### src/rtl/vga_timing_pkg.sv
// Shared 640x480@60 timing defaults, counter width and test-pattern colours
// for the VGA raster timing generator.
package vga_timing_pkg;

    localparam int DEF_H_ACTIVE = 640;
    localparam int DEF_H_FP     = 16;
    localparam int DEF_H_SYNC   = 96;
    localparam int DEF_H_BP     = 48;
    localparam int DEF_V_ACTIVE = 480;
    localparam int DEF_V_FP     = 10;
    localparam int DEF_V_SYNC   = 2;
    localparam int DEF_V_BP     = 33;
    localparam int DEF_CLK_DIV  = 4;

    localparam int CNT_W = 10;

    function automatic int calc_total(int active, int fp, int sync, int bp);
        return active + fp + sync + bp;
    endfunction

    localparam int DEF_H_TOTAL = calc_total(DEF_H_ACTIVE, DEF_H_FP, DEF_H_SYNC, DEF_H_BP);
    localparam int DEF_V_TOTAL = calc_total(DEF_V_ACTIVE, DEF_V_FP, DEF_V_SYNC, DEF_V_BP);

    localparam logic [11:0] RGB_WHITE   = 12'hFFF;
    localparam logic [11:0] RGB_YELLOW  = 12'hFF0;
    localparam logic [11:0] RGB_CYAN    = 12'h0FF;
    localparam logic [11:0] RGB_GREEN   = 12'h0F0;
    localparam logic [11:0] RGB_MAGENTA = 12'hF0F;
    localparam logic [11:0] RGB_RED     = 12'hF00;
    localparam logic [11:0] RGB_BLUE    = 12'h00F;
    localparam logic [11:0] RGB_BLACK   = 12'h000;

    // Colour-bar order, left to right across the active line.
    function automatic logic [11:0] bar_colour(logic [2:0] idx);
        case (idx)
            3'd0:    return RGB_WHITE;
            3'd1:    return RGB_YELLOW;
            3'd2:    return RGB_CYAN;
            3'd3:    return RGB_GREEN;
            3'd4:    return RGB_MAGENTA;
            3'd5:    return RGB_RED;
            3'd6:    return RGB_BLUE;
            default: return RGB_BLACK;
        endcase
    endfunction

endpackage

### src/rtl/vga_timing_gen_pixel_ce_gen.sv
// Pixel-rate strobe derived from the system clock: div_cnt runs 0..CLK_DIV-1
// while en is high; pix_ce marks the last divider cycle of each pixel.
module pixel_ce_gen
    import vga_timing_pkg::*;
#(
    parameter int CLK_DIV = DEF_CLK_DIV
) (
    input  logic clk_in,
    input  logic reset_n,
    input  logic en,
    output logic pix_ce
);

    localparam int DIV_W = $clog2(CLK_DIV);
    localparam logic [DIV_W-1:0] DIV_LAST = DIV_W'(CLK_DIV - 1);

    logic [DIV_W-1:0] div_cnt;

    always_ff @(posedge clk_in or negedge reset_n) begin
        if (!reset_n) begin
            div_cnt <= '0;
        end else if (en) begin
            div_cnt <= (div_cnt == DIV_LAST) ? '0 : div_cnt + DIV_W'(1);
        end
    end

    // Gated by en so a strobe is withdrawn in the same cycle en drops.
    assign pix_ce = en && (div_cnt == DIV_LAST);

endmodule

### src/rtl/vga_timing_gen.sv
// VGA raster timing generator (default 640x480@60, 4 system clocks per pixel).
// Define VGA_TIMING_TEST_PATTERN_EN to add an 8-bar colour test pattern on rgb.
module vga_timing_gen
    import vga_timing_pkg::*;
#(
    parameter int H_ACTIVE = DEF_H_ACTIVE,
    parameter int H_FP     = DEF_H_FP,
    parameter int H_SYNC   = DEF_H_SYNC,
    parameter int H_BP     = DEF_H_BP,
    parameter int V_ACTIVE = DEF_V_ACTIVE,
    parameter int V_FP     = DEF_V_FP,
    parameter int V_SYNC   = DEF_V_SYNC,
    parameter int V_BP     = DEF_V_BP,
    parameter int CLK_DIV  = DEF_CLK_DIV,
    parameter bit SYNC_ACTIVE_HIGH = 1'b0
) (
    input  logic             clk_in,
    input  logic             reset_n,
    input  logic             en,
    output logic             pix_ce,
    output logic             hsync,
    output logic             vsync,
    output logic             de,
    output logic [CNT_W-1:0] x,
    output logic [CNT_W-1:0] y,
    output logic             line_start,
    output logic             frame_start
`ifdef VGA_TIMING_TEST_PATTERN_EN
    ,
    output logic [11:0]      rgb
`endif
);

    localparam int H_TOTAL = calc_total(H_ACTIVE, H_FP, H_SYNC, H_BP);
    localparam int V_TOTAL = calc_total(V_ACTIVE, V_FP, V_SYNC, V_BP);

    localparam logic [CNT_W-1:0] H_LAST   = CNT_W'(H_TOTAL - 1);
    localparam logic [CNT_W-1:0] V_LAST   = CNT_W'(V_TOTAL - 1);
    localparam logic [CNT_W-1:0] H_ACT    = CNT_W'(H_ACTIVE);
    localparam logic [CNT_W-1:0] V_ACT    = CNT_W'(V_ACTIVE);
    localparam logic [CNT_W-1:0] HS_FIRST = CNT_W'(H_ACTIVE + H_FP);
    localparam logic [CNT_W-1:0] HS_LAST  = CNT_W'(H_ACTIVE + H_FP + H_SYNC - 1);
    localparam logic [CNT_W-1:0] VS_FIRST = CNT_W'(V_ACTIVE + V_FP);
    localparam logic [CNT_W-1:0] VS_LAST  = CNT_W'(V_ACTIVE + V_FP + V_SYNC - 1);
    localparam logic SYNC_IDLE = ~SYNC_ACTIVE_HIGH;

    logic [CNT_W-1:0] x_next;
    logic [CNT_W-1:0] y_next;
    logic             hs_next;
    logic             vs_next;
    logic             de_next;

    pixel_ce_gen #(
        .CLK_DIV (CLK_DIV)
    ) u_pixel_ce_gen (
        .clk_in  (clk_in),
        .reset_n (reset_n),
        .en      (en),
        .pix_ce  (pix_ce)
    );

    // Everything registered is decoded from the post-advance position so the
    // outputs change together on the edge that ends the strobe cycle.
    always_comb begin
        x_next = (x == H_LAST) ? '0 : x + CNT_W'(1);
        y_next = y;
        if (x == H_LAST) begin
            y_next = (y == V_LAST) ? '0 : y + CNT_W'(1);
        end
        hs_next = (x_next >= HS_FIRST) && (x_next <= HS_LAST);
        vs_next = (y_next >= VS_FIRST) && (y_next <= VS_LAST);
        de_next = (x_next < H_ACT) && (y_next < V_ACT);
    end

    always_ff @(posedge clk_in or negedge reset_n) begin
        if (!reset_n) begin
            x           <= H_LAST;
            y           <= V_LAST;
            hsync       <= SYNC_IDLE;
            vsync       <= SYNC_IDLE;
            de          <= 1'b0;
            line_start  <= 1'b0;
            frame_start <= 1'b0;
        end else begin
            line_start  <= 1'b0;
            frame_start <= 1'b0;
            if (pix_ce) begin
                x           <= x_next;
                y           <= y_next;
                hsync       <= hs_next ^ SYNC_IDLE;
                vsync       <= vs_next ^ SYNC_IDLE;
                de          <= de_next;
                line_start  <= (x_next == '0);
                frame_start <= (x_next == '0) && (y_next == '0);
            end
        end
    end

`ifdef VGA_TIMING_TEST_PATTERN_EN
    localparam int BAR_W = H_ACTIVE / 8;

    logic [2:0] bar_idx;

    always_comb begin
        bar_idx = 3'(x_next / CNT_W'(BAR_W));
    end

    always_ff @(posedge clk_in or negedge reset_n) begin
        if (!reset_n) begin
            rgb <= RGB_BLACK;
        end else if (pix_ce) begin
            rgb <= de_next ? bar_colour(bar_idx) : RGB_BLACK;
        end
    end
`endif

endmodule

### config.mk
export PLATFORM = sky130hd
export DESIGN_NAME = vga_timing_gen
export DESIGN_NICKNAME = d
export VERILOG_FILES = /design/src/rtl/vga_timing_pkg.sv /design/src/rtl/vga_timing_gen_pixel_ce_gen.sv /design/src/rtl/vga_timing_gen.sv
export SDC_FILE = /design/constraint.sdc
export NUM_CORES = 1
export LEC_CHECK = 0
export CAP_MARGIN = 20
export CORE_MARGIN = 1
export CORE_UTILIZATION = 55
export CTS_CLUSTER_SIZE = 28
export DETAILED_ROUTE_END_ITERATION = 8
export DONT_BUFFER_PORTS = 1
export PLACE_DENSITY = 0.76
export SYNTH_ARGS = -nofsm -noshare
export SYNTH_HDL_FRONTEND = slang
export SYNTH_HIERARCHICAL = 1
export SYNTH_SLANG_ARGS = --single-unit
### constraint.sdc
create_clock -name clk_in -period 6.9 [get_ports clk_in]
set_input_delay 1.38 -clock clk_in [delete_from_list [all_inputs] [get_ports clk_in]]
set_output_delay 1.38 -clock clk_in [all_outputs]
set_load 0.02 [all_outputs]
-- Word-level counts from Yosys, hierarchy flattened
Cells that the tools add are included.
- register bits: 27
- word-level logic and storage cells: 35
- add/sub/neg operators: 3
- bitwise gates (word level): 2
- reductions and logical operators: 7
- order comparisons: 6
- muxes and demuxes: 6
- eq/ne operators: 3
- operators with widths (kind ; count):
    $mux W10 ; 3
    $add A10 B1 Y10 const B ; 2
    $eq A10 B10 Y1 const B ; 2
    $logic_not A10 Y1 ; 2
    $ge A10 B10 Y1 const B ; 1
    $ge A10 B9 Y1 const B ; 1
    $le A10 B10 Y1 const B ; 1
    $le A10 B9 Y1 const B ; 1
    $lt A10 B10 Y1 const B ; 1
    $lt A10 B9 Y1 const B ; 1
    $logic_and A1 B1 Y1 ; 5
    $add A2 B1 Y2 const B ; 1
    $eq A2 B2 Y1 const B ; 1
    $mux W1 ; 2
    $mux W2 ; 1
    $not A1 Y1 ; 2

-- Longest topological paths before layout
Gate-level depths: netlist of run 1.
- word-level depth: 6
- gate-level depth with buffers: 8

-- By module
The synthesis of run 1 kept the hierarchy.
- modules (own cells, without submodules) (module ; seq. area each (µm²) ; cells an instance ; area an instance (µm²) ; times used):
    vga_timing_gen ; 640.6 ; 217 ; 1910.6 ; 1
    pixel_ce_gen ; 50.0 ; 7 ; 101.3 ; 1

-- Least setup slack after synthesis of run 1
Ideal clock, no wire load.
- path kind: input port to output port
- start: input en
- end: output pix_ce
- setup slack: 3.905 ns
- arrival time: 1.615 ns
- stages on the path: 1
- path buffers: 0
- cells stage by stage: and2_2
- word-level cells in the longest chain between the ends: 1
- ends and longest elaborated chain (element ; RTL line ; RTL):
    start, declared ; vga_timing_gen.sv:19 ; input logic en,
    $logic_and A1 B1 Y1 ; vga_timing_gen_pixel_ce_gen.sv:28 ; assign pix_ce = en && (div_cnt == DIV_LAST);
    end, declared ; vga_timing_gen.sv:20 ; output logic pix_ce,
Every way passes these cells.

-- Worst setup path in the final report of run 1
Same ends and word-level chain as after synthesis.

==> metrics, run 1 <==
Routed met3 length=320 µm; nets in the synthesized netlist=233; simple-gate area share of the yosys netlist=25.44%; wire length the detailed router placed on met1=2056 µm; half-perimeter wire length after placement=3154 µm; sequential element share of the synthesized area=34.33%; clock tree from TritonCTS=built; Detailed Route Iter0 Violations=117; worst-case setup slack after placement=3.659 ns; maximum achievable frequency=0.3095 GHz; RSZ-0062 raised after global routing=false; critical path peak fanout=24; Hold Slack=0.4983 ns; number of iterations in the first detailed-routing pass=4; number of nets in the layout=219; count of flip-flops with a built-in enable after synthesis=0; count of max-cap constraint violations=0; core area=0.003416 mm²; full die area=0.003904 mm²; vertical extent of the die=62.48 µm; area added between synthesis and finish=-0.6839%; # port buffers=0; overflow left after global routing=0; cell at the root of the clock tree=sky130_fd_sc_hd__clkbuf_4; worst min-delay path class=reg -> reg; Least-Margin Pin Slew=0.5869 ns; vias per cell=6.616; worst voltage drop across the vdd grid=0.0001799 V; highest cell delay on the worst timing path=0.47 ns; global-route wire length before repair=7762 µm; minimum clock period after layout=3.231 ns; cell with the largest stage delay on the worst path=sky130_fd_sc_hd__and2_2; critical path launch point type=input port; setup_tns=0 ns; final number of setup-violating endpoints=0; result of the run=finished clean; part of the cycle the worst path needs=46.82%; number of inserted filler cells in the final layout=330; Power per Cell Area=202.3 mW/mm²; mean instance size in the synthesized netlist=8.982 µm²; type of the worst setup path=in -> out; total placed cells including tap cells=251; top routing layer used=met4; unique cell type count in the Yosys netlist=55; antenna violations before repair=0; number of hold buffers added after CTS=0; largest net degree at the start of global routing=28; Final Util=58.50%; tightest slew margin relative to the limit=60.76%; WP data arrival=1.85 ns; number of synthesized register bits=27; post-synthesis compound-gate area fraction=19.65%; combinational family with the most area after synthesis=simple AND/OR/NAND/NOR gates; Adder-Cell Fraction of Synth Area=3.731%; Post-Syn Area=0.002012 mm²; family with the most delay on the worst path=simple AND/OR/NAND/NOR gates; Static Leakage=0.6913 nW; Required @ worst endpoint=5.52 ns; Antenna Nets Post-Route=0; number of warning messages in the yosys log=6; global placement routability congestion=0.9075; PostCTS Resize Cnt=0; clock slew at the register clock pins of the worst setup and hold paths=0.15 ns; worst clock skew on the final layout=0.005886 ns; Boundary Pins=29; via count of the routed design=1687; post-route setup slack=3.669 ns; post-synthesis xor/xnor area fraction=6.965%; most instantiated flip-flop cell in the synthesis netlist=sky130_fd_sc_hd__dfrtp_1; Routed wire per std cell=18.01 µm; share of cells above drive strength 1=12.92%; H-Tree Level Count=1; initial standard-cell utilization of the core=58.90%; # DRC=0; combined buffer and inverter count along the critical path=0; Met2 Wirelength=2158 µm; Inserted Diodes=0; horizontal die dimension=62.48 µm; GRT Total Usage=24.90%; maximum count of clock buffers along a single path=2; area of all placed cells without fillers=0.001998 mm²; Final Hold Fails=0; Core Rows=21; worst skew pair latency=0.33 ns; Post-Synthesis Cells=224; number of clock buffers inserted by TritonCTS=3; number of non-filler instances in the completed layout=255; Total Power Consumption=404.2 µW; number of buffers inserted to repair setup after CTS=0; proportion of synthesized flip-flops having asynchronous set or reset=100.0%; via count of the first global-routing pass=1574; total cell area at the placement stage=0.001972 mm²; post-synthesis mux area share=3.358%; total routed wirelength=4592 µm; final count of pins violating max slew=0; crit-path cells=and2_2; Sink Count=27; CP endpoint kind=output pin
==> synthesized netlist by cell type, types with 2 or more instances <==
library cell,n,share of area [%]
sky130_fd_sc_hd__o21ai_0,18,4.5
sky130_fd_sc_hd__or3_1,7,2.2
sky130_fd_sc_hd__nor3_1,4,1.0
sky130_fd_sc_hd__and4_1,2,0.87
sky130_fd_sc_hd__a32oi_1,2,0.87
sky130_fd_sc_hd__buf_6,2,1.1
sky130_fd_sc_hd__clkbuf_1,8,1.5
sky130_fd_sc_hd__mux2i_1,3,1.5
sky130_fd_sc_hd__buf_2,9,2.2
sky130_fd_sc_hd__a21oi_1,5,1.2
sky130_fd_sc_hd__ha_1,6,3.7
sky130_fd_sc_hd__and2_1,3,0.93
sky130_fd_sc_hd__and2_2,2,0.75
sky130_fd_sc_hd__nand4_1,7,2.2
sky130_fd_sc_hd__nor2b_1,4,1.2
sky130_fd_sc_hd__o221ai_1,2,0.87
sky130_fd_sc_hd__dfrtp_1,15,19
sky130_fd_sc_hd__dfstp_2,12,16
sky130_fd_sc_hd__o211ai_1,4,1.5
sky130_fd_sc_hd__nor2_1,15,2.8
sky130_fd_sc_hd__nor4b_2,2,1.5
sky130_fd_sc_hd__nand3_1,16,4.0
sky130_fd_sc_hd__nand2_1,15,2.8
sky130_fd_sc_hd__a211o_1,2,0.87
sky130_fd_sc_hd__xnor2_1,15,6.5
sky130_fd_sc_hd__a311oi_1,3,1.3
sky130_fd_sc_hd__inv_1,9,1.7
sky130_fd_sc_hd__o31ai_1,4,1.5
sky130_fd_sc_hd__a31oi_1,2,0.62
==> sequential cells by signal, summed over array words and instances (netlist names) <==
name,cells
y,10
vsync,1
de,1
x,10
u_pixel_ce_gen/div_cnt,2
frame_start,1
line_start,1
hsync,1
==> power by group <==
| part | internal [mW] | leakage [nW] | switching (mW) |
|---|---|---|---|
| Combinational | 0.0388 | 0.369 | 0.0482 |
| Sequential | 0.191 | 0.307 | 0.0542 |
| Clock | 0.0227 | 0.0150 | 0.0490 |
| Total | 0.253 | 0.691 | 0.151 |
==> area by class of cell <==
type / count / area (µm²) / share of cell area (%)
Tap cell: 46 / 57.56 / 2.880
Sequential cell: 27 / 690.7 / 34.56
Clock buffer: 4 / 26.28 / 1.315
Multi-Input combinational cell: 169 / 1190 / 59.55
Inverter: 9 / 33.78 / 1.691
==> routing by layer <==
layer,GRT usage (%),vias to the layer above
met3,5.474,7
met1,35.36,802
li1,-,795
met4,9.302,0
met2,36.96,83
met5,0,-
==> kinds of logic after synthesis <==
family / after synthesis
and+or+nand+nor: 86
AOI/OAI and AO/OA: 55
buffers and inverters: 28
DFF: 27
xor gates and xnor gates: 16
muxes: 6
adders and majority gates: 6
==> path summary, 6_finish.rpt <==
kind / from / end / slack [ns] / cells after the start
setup / recovery: en / pix_ce / 3.67 / 1
hold / removal: u_pixel_ce_gen/div_cnt[0]$_DFFE_PN0P_ / u_pixel_ce_gen/div_cnt[0]$_DFFE_PN0P_ / 0.50 / 1
setup reg to reg: x[1]$_DFFE_PN1P_ / de$_DFFE_PN0P_ / 3.85 / 6
hold reg to reg: u_pixel_ce_gen/div_cnt[0]$_DFFE_PN0P_ / u_pixel_ce_gen/div_cnt[0]$_DFFE_PN0P_ / 0.50 / 1
max in group asynchronous: reset_n / y[3]$_DFFE_PN1P_ / 6.02 / 0
min in group asynchronous: reset_n / x[5]$_DFFE_PN0P_ / 0.71 / 0
==> cells in the final DEF, fill, tap and decap left out, drive strengths merged, types with 2 or more instances in the layout <==
| cell type | Yosys | layout |
|---|---|---|
| a211o | 2 | 2 |
| a21oi | 5 | 5 |
| a311oi | 3 | 3 |
| a31oi | 2 | 2 |
| a32oi | 2 | 2 |
| and2 | 5 | 5 |
| and4 | 2 | 2 |
| clkbuf | 8 | 4 |
| dfrtp | 15 | 15 |
| dfstp | 12 | 12 |
| ha | 6 | 6 |
| inv | 9 | 9 |
| mux2 | 3 | 3 |
| mux2i | 3 | 3 |
| nand2 | 15 | 15 |
| nand3 | 16 | 16 |
| nand4 | 8 | 8 |
| nor2 | 15 | 15 |
| nor2b | 4 | 4 |
| nor3 | 5 | 5 |
| nor4 | 2 | 2 |
| nor4b | 3 | 3 |
| o211ai | 4 | 4 |
| o21ai | 19 | 19 |
| o221ai | 2 | 2 |
| o31ai | 4 | 4 |
| or3 | 7 | 7 |
| xnor2 | 15 | 15 |
(Power assumes the default switching activity.)
==> run 2, diff against run 1 <==
--- a/config.mk
+++ b/config.mk
@@ -11,7 +11,7 @@
 export CTS_CLUSTER_SIZE = 28
 export DETAILED_ROUTE_END_ITERATION = 8
 export DONT_BUFFER_PORTS = 1
-export PLACE_DENSITY = 0.76
+export PLACE_DENSITY = 0.79
 export SYNTH_ARGS = -nofsm -noshare
 export SYNTH_HDL_FRONTEND = slang
 export SYNTH_HIERARCHICAL = 1
==> constraint.sdc (replaced) <==
create_clock -name clk_in -period 2.64 [get_ports clk_in]
set_input_delay 0.528 -clock clk_in [delete_from_list [all_inputs] [get_ports clk_in]]
set_output_delay 0.528 -clock clk_in [all_outputs]
set_load 0.02 [all_outputs]
==> run 2 against run 1 <==
Compared with the run above: wire length up 0.33%; non-clock buffer count up 17; critical path depth up 4.
==> metrics, run 2 (same netlist as run 1, synthesis figures left out) <==
Detailed Route Iter0 Violations=131; type of the worst setup path=reg -> reg; number of inserted filler cells in the final layout=298; cell with the largest stage delay on the worst path=sky130_fd_sc_hd__dfstp_2; biggest registers after layout=x: 10 flops, y: 10 flops, u_pixel_ce_gen/div_cnt: 2 flops; Final Hold Fails=0; Core Rows=21; Routed wire per std cell=16.94 µm; worst voltage drop across the vdd grid=0.0005125 V; crit-path cells=or4b_4 -> nor4_4 -> xnor2_1 -> a2111oi_4 -> a311oi_1; number of buffers inserted to repair setup after CTS=0; horizontal die dimension=62.48 µm; Inserted Diodes=0; maximum achievable frequency=0.4103 GHz; number of non-filler instances in the completed layout=272; Boundary Pins=29; tightest slew margin relative to the limit=70.16%; total placed cells including tap cells=266; fraction of power consumed by sequential logic=56.7%; Power per Cell Area=514.5 mW/mm²; # DRC=0; total cell area at the placement stage=0.002085 mm²; overflow left after global routing=0; area added between synthesis and finish=7.214%; via count of the first global-routing pass=1608; Sw Ratio=38.14%; vias per cell=6.522; CP endpoint kind=register; antenna violations before repair=0; Least-Margin Pin Slew=0.4414 ns; Final Util=63.15%; global-route wire length before repair=7886 µm; vertical extent of the die=62.48 µm; final count of pins violating max slew=0; number of iterations in the first detailed-routing pass=4; share of cells above drive strength 1=19.91%; area of all placed cells without fillers=0.002157 mm²; initial standard-cell utilization of the core=58.90%; Static Leakage=0.7780 nW; total routed wirelength=4607 µm; Antenna Nets Post-Route=0; family with the most delay on the worst path=simple AND/OR/NAND/NOR gates; worst skew pair latency=0.34 ns; footprint of the flip-flops and latches=690.7 µm²; half-perimeter wire length after placement=3296 µm; H-Tree Level Count=1; cell at the root of the clock tree=sky130_fd_sc_hd__clkbuf_4; Internal Pwr Total=686.6 µW; Sink Count=27; post-route setup slack=0.2030 ns; full die area=0.003904 mm²; number of nets in the layout=236; via count of the routed design=1774; combined buffer and inverter count along the critical path=0; global placement routability congestion=0.9485; most common cell after layout, fill and taps aside=sky130_fd_sc_hd__o21ai_0; critical path peak fanout=12; setup_tns=0 ns; worst min-delay path class=in -> reg; count of max-cap constraint violations=0; worst clock skew on the final layout=0.006798 ns; critical path launch point type=register; WP data arrival=2.67 ns; clock power share=17.1%; largest net degree at the start of global routing=28; number of clock buffers inserted by TritonCTS=3; maximum count of clock buffers along a single path=2; Required @ worst endpoint=2.87 ns; Combinational Power Share=26.2%; # port buffers=0; result of the run=finished clean; final number of setup-violating endpoints=0; RSZ-0062 raised after global routing=false; clock tree from TritonCTS=built; part of the cycle the worst path needs=92.31%; combined area of the multi-input logic cells=0.001206 mm²; GRT Total Usage=25.07%; core area=0.003416 mm²; Net Switching=423.3 µW; clock slew at the register clock pins of the worst setup and hold paths=0.15 ns; minimum clock period after layout=2.437 ns; worst-case setup slack after placement=0.1785 ns; highest cell delay on the worst timing path=0.74 ns
run 2: power by group through the flow:
stage          Combinational [mW]  Clock (mW)  Sequential [mW]
2_1_floorplan               0.237           0            0.599
4_1_cts                     0.288       0.196            0.623
3_3_place_gp                0.265           0            0.628
3_5_place_dp                0.272           0            0.630
5_1_grt                     0.326       0.217            0.642
6_report                    0.291       0.190            0.630
run 2: layout make-up:
class	instances	share of cell area [%]
Multi-Input combinational cell	169	55.92
Inverter	9	1.566
Tap cell	46	2.668
Timing Repair Buffer	17	6.613
Clock buffer	4	1.218
Sequential cell	27	32.02
run 2: per-layer routing:
layer / share of wire [%] / vias to the layer above / track usage, %
met2: 44 / 98 / 37.09
li1: - / 832 / -
met1: 44 / 824 / 34.77
met5: 0 / - / 0
met4: 3.1 / 0 / 11.05
met3: 9.0 / 20 / 5.839
run 2: final timing paths:
path	start	endpoint	slack, ns	depth (start not counted)
max in group asynchronous	reset_n	hsync$_DFFE_PN1P_	1.81	2
hold reg to reg	u_pixel_ce_gen/div_cnt[0]$_DFFE_PN0P_	u_pixel_ce_gen/div_cnt[0]$_DFFE_PN0P_	0.49	1
setup reg to reg	x[9]$_DFFE_PN1P_	de$_DFFE_PN0P_	0.20	5
setup / recovery	x[9]$_DFFE_PN1P_	de$_DFFE_PN0P_	0.20	5
min in group asynchronous	reset_n	y[4]$_DFFE_PN0P_	0.59	2
hold / removal	en	u_pixel_ce_gen/div_cnt[0]$_DFFE_PN0P_	0.25	1
run 2: metrics by stage:
stage	hold slack (ns)	power, mW
2_1_floorplan	0.2324	0.8367
3_3_place_gp	0.2330	0.8929
3_5_place_dp	0.2328	0.9016
4_1_cts	0.2484	1.107
5_1_grt	0.2263	1.185
6_report	0.2506	1.110
run 2: what timing repair did:
| action | in CTS | in global routing |
|---|---|---|
| setup endpoints to repair | 0 | 1 |
| gates resized for setup | 0 | 3 |
| hold endpoints to repair | 27 | 0 |
| hold buffers | 2 | 0 |
